===== src/rtl/led_chain_ctrl_pkg.sv =====
// rtl/led_chain_ctrl_pkg.sv - shared state encoding and chain constants for the LED chain scheduler
package led_chain_ctrl_pkg;

  // Chain geometry shared by the framebuffer and the chain controller
  localparam int c_def_ledboards       = 30;
  localparam int c_def_words_per_board = 12;
  localparam int c_def_bits            = 12;
  localparam int c_def_lat_cycles      = 2;
  localparam int c_def_addr_w          = 9;

  typedef enum logic [2:0] {
    st_idle     = 3'd0,
    st_fetch    = 3'd1,
    st_load     = 3'd2,
    st_shift_lo = 3'd3,
    st_shift_hi = 3'd4,
    st_latch    = 3'd5,
    st_done     = 3'd6
  } state_t;

endpackage


===== src/rtl/led_chain_ctrl_piso_shift.sv =====
// rtl/led_chain_ctrl_piso_shift.sv - parallel-load shift-left register with remaining-bit counter
module led_chain_ctrl_piso_shift #(
  parameter int c_bits = 12
) (
  input  logic              i_clk,
  input  logic              i_rst,
  input  logic              load,
  input  logic              shift,
  input  logic [c_bits-1:0] data,
  output logic              msb,
  output logic              last
);

  localparam int c_cnt_w = (c_bits > 1) ? $clog2(c_bits) : 1;

  logic [c_bits-1:0]  sr;
  logic [c_cnt_w-1:0] cnt;

  // Load a word with cnt = bits still to go after the current msb; shift moves the next bit up
  always_ff @(posedge i_clk) begin
    if (i_rst) begin
      sr  <= '0;
      cnt <= '0;
    end else if (load) begin
      sr  <= data;
      cnt <= c_cnt_w'(c_bits - 1);
    end else if (shift) begin
      sr <= {sr[c_bits-2:0], 1'b0};
      if (cnt != '0) cnt <= cnt - 1'b1;
    end
  end

  assign msb  = sr[c_bits-1];
  assign last = (cnt == '0);

endmodule


===== src/rtl/led_chain_ctrl.sv =====
// rtl/led_chain_ctrl.sv - frame scheduler serialising the framebuffer onto the LED driver chain
module led_chain_ctrl
  import led_chain_ctrl_pkg::*;
#(
  parameter int c_ledboards       = c_def_ledboards,
  parameter int c_words_per_board = c_def_words_per_board,
  parameter int c_bits            = c_def_bits,
  parameter int c_lat_cycles      = c_def_lat_cycles,
  parameter int c_addr_w          = c_def_addr_w
) (
  input  logic                i_clk,
  input  logic                i_rst,
  input  logic                i_start,
  output logic [c_addr_w-1:0] o_addr,
  input  logic [c_bits-1:0]   i_data,
  output logic                o_clk,
  output logic                o_dai,
  output logic                o_lat,
  output logic                o_busy,
  output logic                o_done
);

  localparam int                  c_n         = c_ledboards * c_words_per_board;
  localparam logic [c_addr_w-1:0] c_last_addr = c_addr_w'(c_n - 1);
  localparam int                  c_lat_w     = (c_lat_cycles > 1) ? $clog2(c_lat_cycles) : 1;

  state_t              state;
  logic [c_addr_w-1:0] word_cnt;
  logic [c_lat_w-1:0]  lat_cnt;
  logic                bit_last;
  logic                sr_load;
  logic                sr_shift;
  logic                sr_msb;
  logic                sr_last;

  // The shift register advances on the low-to-high step so the next bit is ready when o_clk falls
  always_comb begin
    sr_load  = (state == st_load);
    sr_shift = (state == st_shift_lo) && !sr_last;
  end

  led_chain_ctrl_piso_shift #(
    .c_bits(c_bits)
  ) u_piso (
    .i_clk(i_clk),
    .i_rst(i_rst),
    .load (sr_load),
    .shift(sr_shift),
    .data (i_data),
    .msb  (sr_msb),
    .last (sr_last)
  );

  // Frame sequencer; every output is assigned on the edge entering the state it belongs to
  always_ff @(posedge i_clk) begin
    if (i_rst) begin
      state    <= st_idle;
      o_addr   <= '0;
      o_clk    <= 1'b0;
      o_dai    <= 1'b0;
      o_lat    <= 1'b0;
      o_busy   <= 1'b0;
      o_done   <= 1'b0;
      word_cnt <= '0;
      lat_cnt  <= '0;
      bit_last <= 1'b0;
    end else begin
      case (state)
        st_idle: begin
          if (i_start) begin
            o_busy   <= 1'b1;
            o_addr   <= c_last_addr;
            word_cnt <= c_last_addr;
            state    <= st_fetch;
          end
        end
        st_fetch: state <= st_load;
        st_load: begin
          o_dai <= i_data[c_bits-1];
          state <= st_shift_lo;
        end
        st_shift_lo: begin
          o_clk    <= 1'b1;
          bit_last <= sr_last;
          state    <= st_shift_hi;
        end
        st_shift_hi: begin
          o_clk <= 1'b0;
          if (!bit_last) begin
            o_dai <= sr_msb;
            state <= st_shift_lo;
          end else if (word_cnt != '0) begin
            word_cnt <= word_cnt - 1'b1;
            o_addr   <= o_addr - 1'b1;
            state    <= st_fetch;
          end else begin
            o_lat   <= 1'b1;
            lat_cnt <= c_lat_w'(c_lat_cycles - 1);
            state   <= st_latch;
          end
        end
        st_latch: begin
          if (lat_cnt == '0) begin
            o_lat  <= 1'b0;
            o_done <= 1'b1;
            state  <= st_done;
          end else begin
            lat_cnt <= lat_cnt - 1'b1;
          end
        end
        st_done: begin
          o_done <= 1'b0;
          o_busy <= 1'b0;
          state  <= st_idle;
        end
        default: state <= st_idle;
      endcase
    end
  end

endmodule


===== config.mk =====
export PLATFORM = sky130hd
export DESIGN_NAME = led_chain_ctrl
export DESIGN_NICKNAME = d
export VERILOG_FILES = /design/src/rtl/led_chain_ctrl_pkg.sv /design/src/rtl/led_chain_ctrl_piso_shift.sv /design/src/rtl/led_chain_ctrl.sv
export SDC_FILE = /design/constraint.sdc
export NUM_CORES = 1
export LEC_CHECK = 0
export BUFFER_PORTS_ARGS = -buffer_cell sky130_fd_sc_hd__buf_2
export CORE_UTILIZATION = 30
export CTS_BUF_LIST = sky130_fd_sc_hd__clkbuf_8
export DETAILED_ROUTE_END_ITERATION = 10
export GPL_ROUTABILITY_DRIVEN = 1
export PLACE_DENSITY_LB_ADDON = 0.08
export SYNTH_ARGS = -nofsm -noshare
export SYNTH_HDL_FRONTEND = slang
export SYNTH_SLANG_ARGS = --single-unit

===== constraint.sdc =====
create_clock -name i_clk -period 2.6 [get_ports i_clk]
set_clock_uncertainty 0.15 [all_clocks]
set_input_delay 0.13 -clock i_clk [delete_from_list [all_inputs] [get_ports i_clk]]
set_output_delay 0.13 -clock i_clk [all_outputs]
set_load 0.05 [all_outputs]

# Yosys cells after proc, flatten, opt, wreduce, memory -nomap -nowiden
# Index checks and enable logic that the tools add are counted.
# totals
ramBits	0
romBits	0
ff_bits	44
n_memories	0
latchBits	0
input_bits	15
# classes
eq_ne	12
n_mux	30
bitwise	0
mul	0
shifts	0
reduce_logical	24
div_mod_pow	0
n_lt_le_gt_ge	0
addsub	4
# op_table
cell	count
9-bit 2-to-1 mux	5
9-bit one-hot mux with 2 select lines	2
12-bit 2-to-1 mux	2
3-bit one-hot mux with 6 select lines	1
9-bit by 1-bit subtractor with 9-bit output (second input constant)	2
2-bit nonzero test	8
3-bit 2-to-1 mux	4
4-bit 2-to-1 mux	3
2-bit != test (second input constant)	6
1-bit one-hot mux with 2 select lines	6
2-bit AND reduction	6
3-bit == test (second input constant)	3
9-bit nonzero test	1
4-bit AND reduction	2
1-bit 2-to-1 mux	7
3-bit by 2-bit == test with 1-bit output (second input constant)	2
4-bit logical NOT	1
4-bit nonzero test	1
4-bit by 1-bit subtractor with 4-bit output (second input constant)	1
3-bit by 1-bit == test with 1-bit output (second input constant)	1
3-bit logical NOT	1
3-bit AND reduction	1
2-bit OR reduction	1
1-bit logical AND	1
2 further kinds	2

# Logic depth before layout (Yosys ltp)
# logic_depth
word_depth	5
ltp_mapped	7
depth_no_buf	6

# Hierarchy
# Synthesis repeated with hierarchy kept, for this count alone.
# hier_totals
cells_unflattened	258
area_unflattened_um2	2233.4
# modules_own_cells
mod	n_inst	area_each_um2	cells_per_inst
led_chain_ctrl	1	1453.9	167
led_chain_ctrl_piso_shift	1	779.5	91

# Worst setup path before layout
# No wires, ideal clock.
# synth_timing
kind	register to register
startpoint	register o_addr[5]
endpoint	register o_addr[7]
arrival_time_ns	1.996
required_ns	2.380
setup_slack_ns	0.383
synth_period_minus_slack_ns	2.217
path_stages_with_launch	5
setup_ns	0.070
path_buffers	0
path_cell_list	dfxtp_1 > or4_1 > or4_1 > or4_1 > a21boi_1
# synth_via
elab_chain_cells	4
# synth_rtl
item	line_no	text
start, declared	led_chain_ctrl.sv:14	output logic [c_addr_w-1:0] o_addr,
start signal, assigned	led_chain_ctrl.sv:72	o_addr <= c_last_addr;
start signal, assigned	led_chain_ctrl.sv:94	o_addr <= o_addr - 1'b1;
9-bit by 1-bit subtractor with 9-bit output	led_chain_ctrl.sv:94	
9-bit 2-to-1 mux	led_chain_ctrl.sv:92	end else if (word_cnt != '0) begin
9-bit 2-to-1 mux	led_chain_ctrl.sv:89	if (!bit_last) begin
9-bit one-hot mux with 2 select lines	led_chain_ctrl.sv:68	case (state)
# No other way between the ends. The select of a mux whose other input is x is not followed.
# A chain may end at the register's enable or synchronous reset.

# Final worst setup path
# layout_timing
startpoint	register word_cnt[0]
endpoint	register o_addr[5]
# layout_via
elab_chain_cells	3
# layout_rtl
item	line_no	text
start, declared	led_chain_ctrl.sv:28	logic [c_addr_w-1:0] word_cnt;
start signal, assigned	led_chain_ctrl.sv:73	word_cnt <= c_last_addr;
start signal, assigned	led_chain_ctrl.sv:93	word_cnt <= word_cnt - 1'b1;
9-bit nonzero test	led_chain_ctrl.sv:92	
2-bit != test (no source line)	-	
4-bit AND reduction (no source line)	-	
# No other way between the ends.

==> results.sh <==
export IMPL_outcome="finished, final reports clean"
export IMPL_fp_dieW_um=86.1
export IMPL_htree_num_levels=2
export IMPL_drc_errors=0
export IMPL_clk_path_buf_depth=2
export IMPL_p_per_area_mw_per_mm2=602
export IMPL_crit_type="flop to flop"
export IMPL_antenna_found_initial=0
export IMPL_p_leak_nw=0.993
export IMPL_utilization_pct=38.6
export IMPL_path_clk_slew_ns=0.09
export IMPL_cpMaxStageDelayCell="or4_4"
export IMPL_syn_avg_cell_area_um2=8.46
export IMPL_power_mw=1.59
export IMPL_whs_ns=0.0402
export IMPL_via_per_inst=5.14
export IMPL_grt_pass1_vias=1913
export IMPL_rsz0062_at_grt="false"
export IMPL_numCtsBuffers=5
export IMPL_post_synth_num_cell_types=52
export IMPL_cp_end_kind="flop"
export IMPL_drt_total_wl_um=5620
export IMPL_setup_viol=0
export IMPL_fin_cells=394
export IMPL_final_area_mm2=0.00264
export IMPL_fp_row_count=30
export IMPL_clock_latency_ns=0.30
export IMPL_synthFlopType="dfxtp_1"
export IMPL_synth_nets=268
export IMPL_synth_edf_count=0
export IMPL_tightest_slew_ns=0.518
export IMPL_async_flop_share_pct=0
export IMPL_ir_worst_vdd_mv=0.213
export IMPL_synthToLayoutAreaGrowth_pct=24.3
export IMPL_ys_ff_latch=44
export IMPL_setup_tns_ns=0
export IMPL_dr_pass1_iters=4
export IMPL_critPathTopFamily="simple AND/OR/NAND/NOR gates"
export IMPL_period_needed_ns=2.38
export IMPL_antenna_cells=0
export IMPL_sequential_cell_area_um2=881
export IMPL_worstPathCellList="inv_1, ha_1, or3b_2, or4_4, a311oi_1, nor3b_2"
export IMPL_rrSetupSlack_ns=0.22
export IMPL_maxSlewViolCount=0
export IMPL_io_pins=29
export IMPL_routedWlPerCell_um=14.3
export IMPL_crit_arrival_ns=2.41
export IMPL_die_area_mm2=0.00742
export IMPL_cts_tree="yes"
export IMPL_dp_hpwl_um=3840
export IMPL_drv_cap=0
export IMPL_r2r_start="word_cnt[0]$_SDFFE_PP0P_"
export IMPL_post_dp_cell_area_mm2=0.00243
export IMPL_grt_pass1_wl_um=9360
export IMPL_cts_setup_buffers=0
export IMPL_multiInputGateArea_mm2=0.00114
export IMPL_worst_path_buf_inv=1
export IMPL_required_ns=2.63
export IMPL_initial_core_util_pct=31.1
export IMPL_max_freq_mhz=420
export IMPL_synth_cells=251
export IMPL_drive_gt1_share_pct=19.5
export IMPL_place_congestion=0.737
export IMPL_drt_initial_drc_count=143
export IMPL_clock_sinks=44
export IMPL_vias=2026
export IMPL_slew_headroom_pct=65.0
export IMPL_path_max_fanout=13
export IMPL_portBuffers=28
export IMPL_synthesis_area_mm2=0.00212
export IMPL_grt_max_degree=23
export IMPL_place_ws_ns=0.232
export IMPL_fill_cells=739
export IMPL_startpoint_type="flop"
export IMPL_nets=314
export IMPL_core_area_mm2=0.00683
export IMPL_ys_seq_area_share_pct=41.5
export IMPL_yosysWarnings=0
export IMPL_reg2reg_depth=6
export IMPL_hp_start="i_start"
export IMPL_cts_root_buf="clkbuf_8"
export IMPL_crit_path_max_incr_delay_ns=0.54
export IMPL_period_share_pct=91.6
export IMPL_hold_viol_final=0
export IMPL_grt_total_usage_pct=16.2
export IMPL_r2r_end="o_addr[5]$_SDFFE_PP0P_"
export IMPL_placedCellCount=374
export IMPL_setup_slack_ns=0.219
export IMPL_hold_class="input pin to flop"
export IMPL_gr_total_overflow=0
export IMPL_die_h_um=86.1
export IMPL_hold_path_depth=3
export IMPL_hold_end="state[0]$_SDFFE_PP0P_"
export IMPL_antenna_left=0
## where the power goes
part	leakage, nW	switching, mW	internal [mW]
registers	0.360	0.0518	0.721
logic	0.579	0.223	0.143
clock network	0.0538	0.241	0.210
## cell usage in the layout (no fill, tap or decap), types with 5 or more instances in the layout
master	instances
nor4b_1	5
or4_1	10
dfxtp_1	44
nand2_1	22
o31ai_1	7
a21oi_1	28
a311oi_1	7
buf_4	15
a211oi_1	5
a22oi_1	8
buf_2	28
dlygate4sd3_1	12
nand2b_1	5
nor2_1	19
inv_1	12
nor3_1	8
clkbuf_8	6
## layer usage
layer	vias to the layer above	part of all wire [%]	global-route usage, %
met3	7	4.5	3.08
li1	1033	-	-
met2	51	46	26.6
met5	-	0	0
met4	0	1.5	6.06
met1	935	48	21.1
## kinds of logic after synthesis
group | synth area share, %
DFF | 41.5
adders and majority gates | 1.18
and+or+nand+nor | 26.3
buffers and inverters | 4.89
AOI/OAI and AO/OA | 23.9
xor gates and xnor gates | 0.825
muxes | 1.41
## cells in the mapped netlist, drive strengths merged, types with 5 or more instances
library cell,number,area (µm²)
a211oi,5,37.5
a21oi,28,140
a22oi,8,60.1
a311oi,7,61.3
clkbuf,13,48.8
dfxtp,44,881
inv,10,37.5
nand2,22,82.6
nand2b,5,31.3
nor2,19,71.3
nor3,8,40.0
nor4b,5,43.8
o21ai,5,25.0
o31ai,7,52.6
or4,11,86.3
## sequential cells by signal, indices dropped and copies added (netlist names)
name	count
u_piso.sr	12
o_addr	9
word_cnt	9
u_piso.cnt	4
state	3
bit_last	1
lat_cnt	1
o_busy	1
o_clk	1
o_dai	1
o_done	1
o_lat	1
## final cells by class
cell class                 instances  area share, %
clock buffer                       6           3.13
clock inverter                     2          0.284
inverter                          10           1.42
multi-input combinational        181           43.1
sequential                        44           33.4
tap                               96           4.55
timing repair buffer              55           14.1
## what timing repair did
action / CTS / global route
gates resized for setup: 0 / 0
endpoints found under the setup margin: 0 / 0
endpoints found under the hold margin: 13 / 0
hold buffers: 12 / 0
## worst max path at each step
| stage | slack [ns] | end | startpoint | depth (start not counted) |
|---|---|---|---|---|
| 2_1_floorplan | 0.38 | o_addr[7]$_SDFFE_PP0P_ | o_addr[5]$_SDFFE_PP0P_ | 4 |
| 3_3_place_gp | 0.28 | o_addr[5]$_SDFFE_PP0P_ | word_cnt[0]$_SDFFE_PP0P_ | 6 |
| 3_5_place_dp | 0.23 | o_addr[5]$_SDFFE_PP0P_ | word_cnt[0]$_SDFFE_PP0P_ | 6 |
| 4_1_cts | 0.22 | o_addr[5]$_SDFFE_PP0P_ | word_cnt[0]$_SDFFE_PP0P_ | 6 |
| 5_1_grt | 0.10 | o_addr[5]$_SDFFE_PP0P_ | word_cnt[0]$_SDFFE_PP0P_ | 6 |
| 6_report | 0.22 | o_addr[5]$_SDFFE_PP0P_ | word_cnt[0]$_SDFFE_PP0P_ | 6 |
## worst reg2reg max path, cell delays in order (launching register included)
cell and delay [ns]:
dfxtp_1 0.35, inv_1 0.07, ha_1 0.21, or3b_2 0.51, or4_4 0.54, a311oi_1 0.36, nor3b_2 0.07
Power figures use the tool's default switching activity.
